### config.mk
export PLATFORM = sky130hd
export DESIGN_NAME = pwm_level_ctrl
export DESIGN_NICKNAME = d
export VERILOG_FILES = /design/src/rtl/pwm_level_ctrl.sv
export SDC_FILE = /design/constraint.sdc
export NUM_CORES = 1
export LEC_CHECK = 0
export CORE_MARGIN = 2
export CORE_UTILIZATION = 39
export CTS_BUF_LIST = sky130_fd_sc_hd__clkbuf_16
export DETAILED_ROUTE_END_ITERATION = 8
export DONT_BUFFER_PORTS = 1
export GPL_TIMING_DRIVEN = 0
export SYNTH_ARGS = -nofsm -noshare
export SYNTH_HDL_FRONTEND = slang
export SYNTH_SLANG_ARGS = --single-unit
### constraint.sdc
create_clock -name clk -period 6.9 [get_ports clk]
set_input_delay 0.345 -clock clk [delete_from_list [all_inputs] [get_ports clk]]
set_output_delay 0.345 -clock clk [all_outputs]
set_load 0.01 [all_outputs]
### src/rtl/pwm_level_ctrl.sv
// pwm_level_ctrl: turns two-byte UART command frames into the PWM duty level.
// Commands: 'O' sets the level immediately, 'L' ramps to a target, 'R' sets the ramp rate.
// Build option: define PWM_LEVEL_CTRL_TIMEOUT_EN to abandon a frame whose argument
// byte does not arrive within TIMEOUT_CLKS cycles.
//
// State      | Meaning
// -----------+------------------------------------------------
// S_IDLE     | waiting for a command byte
// S_WAIT_ARG | opcode latched, next strobed byte is the argument
module pwm_level_ctrl #(
    parameter int PRESCALE     = 1000,
    parameter int TIMEOUT_CLKS = 100000
) (
    input  logic       clk,
    input  logic       reset,
    input  logic       rx_dv,
    input  logic [7:0] rx_byte,
    output logic [7:0] level,
    output logic       busy,
    output logic       err
);

    typedef enum logic {
        S_IDLE     = 1'b0,
        S_WAIT_ARG = 1'b1
    } state_t;

    localparam logic [7:0] OP_L = 8'h4C;
    localparam logic [7:0] OP_O = 8'h4F;
    localparam logic [7:0] OP_R = 8'h52;

    // PRESCALE=1 still needs a one-bit counter; it simply ticks every cycle.
    localparam int              PRE_W   = (PRESCALE > 1) ? $clog2(PRESCALE) : 1;
    localparam logic [PRE_W-1:0] PRE_MAX = PRE_W'(PRESCALE - 1);

    state_t           r_state;
    state_t           w_state_n;
    logic [7:0]       r_opcode;
    logic [7:0]       r_level;
    logic [7:0]       r_target;
    logic [7:0]       r_rate;
    logic [PRE_W-1:0] r_pre_cnt;
    logic [7:0]       r_rate_cnt;
    logic             r_busy;
    logic             r_err;

    logic             w_is_cmd;
    logic             w_exec;
    logic             w_err_n;
    logic             w_timeout;
    logic [7:0]       w_level_n;
    logic [7:0]       w_target_n;
    logic [7:0]       w_rate_n;
    logic [PRE_W-1:0] w_pre_n;
    logic [7:0]       w_rate_cnt_n;

    assign w_is_cmd = (rx_byte == OP_L) || (rx_byte == OP_O) || (rx_byte == OP_R);

`ifdef PWM_LEVEL_CTRL_TIMEOUT_EN
    localparam int             TO_W   = (TIMEOUT_CLKS > 1) ? $clog2(TIMEOUT_CLKS) : 1;
    localparam logic [TO_W-1:0] TO_MAX = TO_W'(TIMEOUT_CLKS - 1);

    logic [TO_W-1:0] r_to_cnt;

    assign w_timeout = (r_state == S_WAIT_ARG) && (r_to_cnt == TO_MAX);

    // Timeout counter: sits at 0 in IDLE, counts idle cycles while waiting for the argument
    always_ff @(posedge clk or negedge reset) begin
        if (!reset) begin
            r_to_cnt <= '0;
        end else if (r_state == S_IDLE) begin
            r_to_cnt <= '0;
        end else if (!rx_dv) begin
            r_to_cnt <= r_to_cnt + TO_W'(1);
        end
    end
`else
    // Without the timeout option the argument wait is unbounded; TIMEOUT_CLKS has no effect.
    assign w_timeout = (TIMEOUT_CLKS < 0);
`endif

    // Parser state register
    always_ff @(posedge clk or negedge reset) begin
        if (!reset) begin
            r_state <= S_IDLE;
        end else begin
            r_state <= w_state_n;
        end
    end

    // Parser next-state: a strobed byte always beats a timeout in the same cycle
    always_comb begin
        w_state_n = r_state;
        case (r_state)
            S_IDLE: begin
                if (rx_dv && w_is_cmd) begin
                    w_state_n = S_WAIT_ARG;
                end
            end
            S_WAIT_ARG: begin
                if (rx_dv || w_timeout) begin
                    w_state_n = S_IDLE;
                end
            end
            default: w_state_n = S_IDLE;
        endcase
    end

    // Parser outputs: execute strobe and error request
    always_comb begin
        w_exec  = 1'b0;
        w_err_n = 1'b0;
        case (r_state)
            S_IDLE: begin
                w_err_n = rx_dv && !w_is_cmd;
            end
            S_WAIT_ARG: begin
                w_exec  = rx_dv;
                w_err_n = !rx_dv && w_timeout;
            end
            default: begin
                w_exec  = 1'b0;
                w_err_n = 1'b0;
            end
        endcase
    end

    // Opcode latch: captured with the command byte, consumed with the argument
    always_ff @(posedge clk or negedge reset) begin
        if (!reset) begin
            r_opcode <= '0;
        end else if ((r_state == S_IDLE) && rx_dv && w_is_cmd) begin
            r_opcode <= rx_byte;
        end
    end

    // Ramp engine and command execution: next level, target, rate and tick counters
    always_comb begin
        w_level_n    = r_level;
        w_target_n   = r_target;
        w_rate_n     = r_rate;
        w_pre_n      = r_pre_cnt;
        w_rate_cnt_n = r_rate_cnt;
        if (w_exec && (r_opcode == OP_R)) begin
            w_rate_n = rx_byte;
        end
        if (w_exec && (r_opcode == OP_O)) begin
            w_level_n    = rx_byte;
            w_target_n   = rx_byte;
            w_pre_n      = '0;
            w_rate_cnt_n = '0;
        end else if (w_exec && (r_opcode == OP_L)) begin
            w_target_n   = rx_byte;
            w_pre_n      = '0;
            w_rate_cnt_n = '0;
        end else if (r_level == r_target) begin
            w_pre_n      = '0;
            w_rate_cnt_n = '0;
        end else if (r_pre_cnt == PRE_MAX) begin
            w_pre_n = '0;
            if (r_rate_cnt >= r_rate) begin
                w_rate_cnt_n = '0;
                // level != target here, so a single step can neither overshoot nor wrap
                if (r_level < r_target) begin
                    w_level_n = r_level + 8'd1;
                end else begin
                    w_level_n = r_level - 8'd1;
                end
            end else begin
                w_rate_cnt_n = r_rate_cnt + 8'd1;
            end
        end else begin
            w_pre_n = r_pre_cnt + PRE_W'(1);
        end
    end

    // Datapath registers; busy is derived from next values so it tracks level exactly
    always_ff @(posedge clk or negedge reset) begin
        if (!reset) begin
            r_level    <= '0;
            r_target   <= '0;
            r_rate     <= '0;
            r_pre_cnt  <= '0;
            r_rate_cnt <= '0;
            r_busy     <= 1'b0;
            r_err      <= 1'b0;
        end else begin
            r_level    <= w_level_n;
            r_target   <= w_target_n;
            r_rate     <= w_rate_n;
            r_pre_cnt  <= w_pre_n;
            r_rate_cnt <= w_rate_cnt_n;
            r_busy     <= (w_level_n != w_target_n);
            r_err      <= w_err_n;
        end
    end

    assign level = r_level;
    assign busy  = r_busy;
    assign err   = r_err;

endmodule

# Word-level counts from Yosys, hierarchy flattened
# Cells that the tools add are included.
dict set report word_totals {
  reg_bits 53
  inputBits 11
  elab_cells 58
}
dict set report op_classes {
  reduce_logical 11
  eq_ne 9
  bitwise 1
  order_cmp 2
  muxes 22
  addsub 4
}
# op count
set ops {}
lappend ops {{8-bit two-way mux} 13}
lappend ops {{8-bit by 7-bit == test with 1-bit output (second input constant)} 6}
lappend ops {{10-bit two-way mux} 4}
lappend ops {{8-bit by 1-bit adder with 8-bit output (second input constant)} 2}
lappend ops {{10-bit by 1-bit adder with 10-bit output (second input constant)} 1}
lappend ops {{10-bit == test (second input constant)} 1}
lappend ops {{8-bit == test} 1}
lappend ops {{8-bit >= comparator} 1}
lappend ops {{8-bit less-than comparator} 1}
lappend ops {{8-bit inequality test} 1}
lappend ops {{8-bit by 1-bit subtractor with 8-bit output (second input constant)} 1}
lappend ops {{1-bit logical AND} 7}
lappend ops {{1-bit case mux with 2 select lines} 2}
lappend ops {{4-bit nonzero test} 1}
lappend ops {{1-bit two-way mux} 3}
lappend ops {{1-bit logical OR} 2}
lappend ops {{1-bit logical NOT} 1}
lappend ops {{1-bit inverter} 1}

# Logic depth before layout (Yosys ltp)
dict set report logic_depth {
  ltp_word 8
  ltp_mapped 17
}

# Worst setup path after synthesis
# OpenSTA, ideal clock, no wires.
dict set report synth_path {
  path_type {register -> register}
  start {register r_level[1], in the netlist level[1]}
  end {register r_busy, in the netlist busy}
  slack_ns 3.616
  stages_incl_launch_ff 15
  arrival_ns 3.148
  path_cell_list {dfrtp_1 > ha_1 > nor2b_1 > o21a_1 > o21ai_0 > a21o_1 > nand2_1 > ha_1 > a21o_1 > a221o_1 > a21o_1 > a21o_1 > a221o_1 > nand4_1 > nand4_1}
}
dict set report synth_via {
  elab_chain_cells 8
  word_cells_on_any_way 11
}
# element line
set synth_lines {}
lappend synth_lines {{start, declared} 39} ;# logic [7:0] r_level;
lappend synth_lines {{start signal, assigned} 188} ;# r_level <= w_level_n;
lappend synth_lines {{8-bit by 1-bit subtractor with 8-bit output (tied with other cells)} 167} ;# w_level_n = r_level - 8'd1;
lappend synth_lines {{8-bit two-way mux} 164} ;# if (r_level < r_target) begin
lappend synth_lines {{8-bit two-way mux} 161} ;# if (r_rate_cnt >= r_rate) begin
lappend synth_lines {{8-bit two-way mux} 159} ;# end else if (r_pre_cnt == PRE_MAX) begin
lappend synth_lines {{8-bit two-way mux} 156} ;# end else if (r_level == r_target) begin
lappend synth_lines {{8-bit two-way mux (*)} 152} ;# end else if (w_exec && (r_opcode == OP_L)) begin
lappend synth_lines {{8-bit two-way mux (*)} 147} ;# if (w_exec && (r_opcode == OP_O)) begin
lappend synth_lines {{8-bit inequality test (*)} 193} ;# r_busy <= (w_level_n != w_target_n);
lappend synth_lines {{end signal, assigned} 193}
lappend synth_lines {{end, declared} 44} ;# logic r_busy;
# Every way passes the cells marked *; elsewhere a longest branch is shown, timed or not.
# A chain may end at the register's enable or synchronous reset.

# Worst setup path after layout
# Same ends and word-level chain as after synthesis.

==> impl_metrics.ini <==
[min_path]
hold_end = r_state
hold_start = rx_dv
holdPathStages = 1
hold_path_class = in -> reg

[timing]
hold_viol = 0
min_period_over_period_pct = 54.0
worst_slew_pin_slew_ps = 493
fin_hold_ws_ps = 143
finalMaxSlewViolations = 0
max_freq_mhz = 269
skew_ps = 6.79
tns_ps = 0
fin_crit_ps = 3720
maxSlewHeadroom_pct = 67.1
rsz0062_at_grt = no
final-setup-viol-count = 0

[clocking]
cts_root_buffer = clkbuf_16
htreeDepth = 2
cts_setup_buffers = 0
cts_max_path_buffers = 2
cts_tree = built
cts_buffers = 5
clock_sinks = 53
clk_latency_ps = 290
clk_pin_slew_ps = 70

[logic_synthesis]
synth_edf_count = 0
synth_xor_area_share_pct = 5.32
synthArstFlopShare_pct = 100
muxShareOfSynthArea_pct = 7.67
synth.largest_area_cell = dfrtp_1
synth_common_cells = dfrtp_1 (53), nor2_1 (28), ha_1 (26)
syn-num-nets = 382
ys_seq_area_share_pct = 40.3
synth_top_area_share_pct = 40.3
synth-compound-area-share_pct = 12.0
syn_area_um2 = 3290
synth_area_per_cell_um2 = 9.58
netlist_instances = 344
synth_simple_gate_area_share_pct = 19.9
synth_top_family_by_area = simple AND/OR/NAND/NOR gates
ys_types = 53
synth.area.top_cells = dfrtp_1 (40%), ha_1 (9.9%), mux2_2 (4.8%), xnor2_1 (3.7%), o21ai_0 (3.5%)
synth.most_common_cell = dfrtp_1
yosys_warnings = 0
synth-main-ff-cell = dfrtp_1
synth_fa_ha_area_share_pct = 10.5
synth_seq_cells = 53

[finish]
utilization_pct = 44.2
num-fill-cells = 795
finalNetCount = 391
layout-drive-gt1-share_pct = 8.76
diodes = 0
area_growth_pct = 10.3

[floorplanning]
die_area_um2 = 9200
core_um2 = 8220
start_util_pct = 40.1
die_h_um = 95.9
die_w_um = 95.9
num_rows = 33
io_pins = 21

[setup_path]
path_common_cell = a21o_1
start_kind = register
critPathRequiredTime_ps = 7060
arrival_ps = 3890
r2r-end = busy
r2r-start = level[1]
r2r_slack_ps = 3180
r2r_cells = 15
crit_fanout = 9
path_cells = ha_1, nor2b_1, o21a_1, o21ai_0, a21o_1, nand2_1, ha_1, a21oi_1, nand2_1, a221o_1, a21o_1, a21o_1, a221o_1, nand4_1, nand4_1
cp-end-kind = register
cp_slowest_cell = dfrtp_1
critPathKind = reg -> reg
slowest_delay_ps = 480

[global_routing]
overflow = 0
grt_max_degree = 54
grt_pass1_vias = 2366
antenna_found_initial = 0
grt_pass1_wl_um = 11800
track_usage_pct = 16.7

[outcome]
outcome = finished, final reports clean

[power_and_ir_drop]
p_per_area_nw_per_um2 = 174
ir_drop_mv = 0.0922
leakage_uw = 0.00178
report.power.total_uw = 632

[route]
wl_per_cell_um = 15.3
drt-initial-drc-count = 102
routed_wl_um = 7030
ant_nets = 0
drc = 0
first_pass_iters = 4
vias = 2454
vias_per_cell = 5.35

[placement]
place_congestion = 0.783
io_buffers = 0
hpwl_um = 5110

[job]
maxCapViolations = 0
-- critical path: cells and delay by family, from the launching register on --
| family | cells | cell delay (ps) |
|---|---|---|
| fa+ha+maj | 2 | 750 |
| compound gates | 8 | 1680 |
| simple gates | 5 | 690 |
| flops | 1 | 480 |
-- worst max-delay path by stage --
| stage | end | from | cells after the start | slack, ps |
|---|---|---|---|---|
| 2_1_floorplan | busy | level[1] | 14 | 3620 |
| 3_3_place_gp | busy | level[1] | 15 | 3260 |
| 3_5_place_dp | busy | level[1] | 15 | 3190 |
| 4_1_cts | busy | level[1] | 15 | 3170 |
| 5_1_grt | busy | level[1] | 15 | 2910 |
| 6_report | busy | level[1] | 15 | 3180 |
-- repair_timing --
| item | 4_1_cts | 5_1_grt |
|---|---|---|
| hold buffers | 2 | 0 |
| endpoints found under the hold margin | 53 | 0 |
| resized for setup | 0 | 0 |
| setup endpoints to repair | 0 | 0 |
-- routing by layer --
metal,vias to the layer above,global-route usage [%],part of all wire [%]
li1,1228,-,-
met1,1170,24.7,49
met2,49,25.1,44
met3,7,2.98,5.6
met4,0,5.00,1.1
met5,-,0,0
-- logic make-up after synthesis --
logic type,Yosys count
AND/OR/NAND/NOR,123
AO/OA/AOI/OAI,64
flip-flops,53
buffers and inverters,34
adder cells (fa/ha/maj),27
multiplexers,23
XOR/XNOR,20
-- report_power, final --
| group | leakage [uW] | total, uW | internal, uW | switching (uW) |
|---|---|---|---|---|
| Clock | 0.0000800 | 290 | 172 | 118 |
| Sequential | 0.000689 | 323 | 316 | 6.26 |
| Combinational | 0.00101 | 19.2 | 9.35 | 9.90 |
-- area by class of cell --
| type | count | area, um^2 | share of cell area [%] |
|---|---|---|---|
| buffer | 9 | 50.0 | 1.38 |
| tap | 105 | 131 | 3.61 |
| inverter | 25 | 93.8 | 2.58 |
| timing repair buffer | 2 | 37.5 | 1.03 |
| sequential | 53 | 1330 | 36.5 |
| clock buffer | 5 | 125 | 3.44 |
| clock inverter | 3 | 46.3 | 1.27 |
| multi-input combinational | 257 | 1820 | 50.2 |
-- metrics by stage --
step	instance area, um^2	setup WS, ps	std cells
3_3_place_gp	3430	3260	449
6_report	3630	3180	459
3_5_place_dp	3430	3190	449
4_1_cts	3630	3170	459
2_1_floorplan	3290	3620	344
5_1_grt	3630	2910	459
-- cells in the final DEF (no fill, tap or decap), types with 6 or more instances in the layout --
cell type  Yosys  final
and3_1        14     14
o21ai_0       23     23
nand3_1       19     19
xnor2_1       14     14
a21oi_1       17     17
ha_1          26     26
mux2i_1        8      8
inv_1         25     25
mux2_2        14     14
xor2_1         6      6
dfrtp_1       53     53
nand2_1       20     20
nor2_1        28     28
or3_1          6      6
-- sequential cells by signal, summed over array words and instances (netlist names) --
signal	cells
r_state	1
r_rate	8
r_target	8
r_rate_cnt	8
r_opcode	8
busy	1
err	1
r_pre_cnt	10
level	8
(Power assumes the default switching activity.)
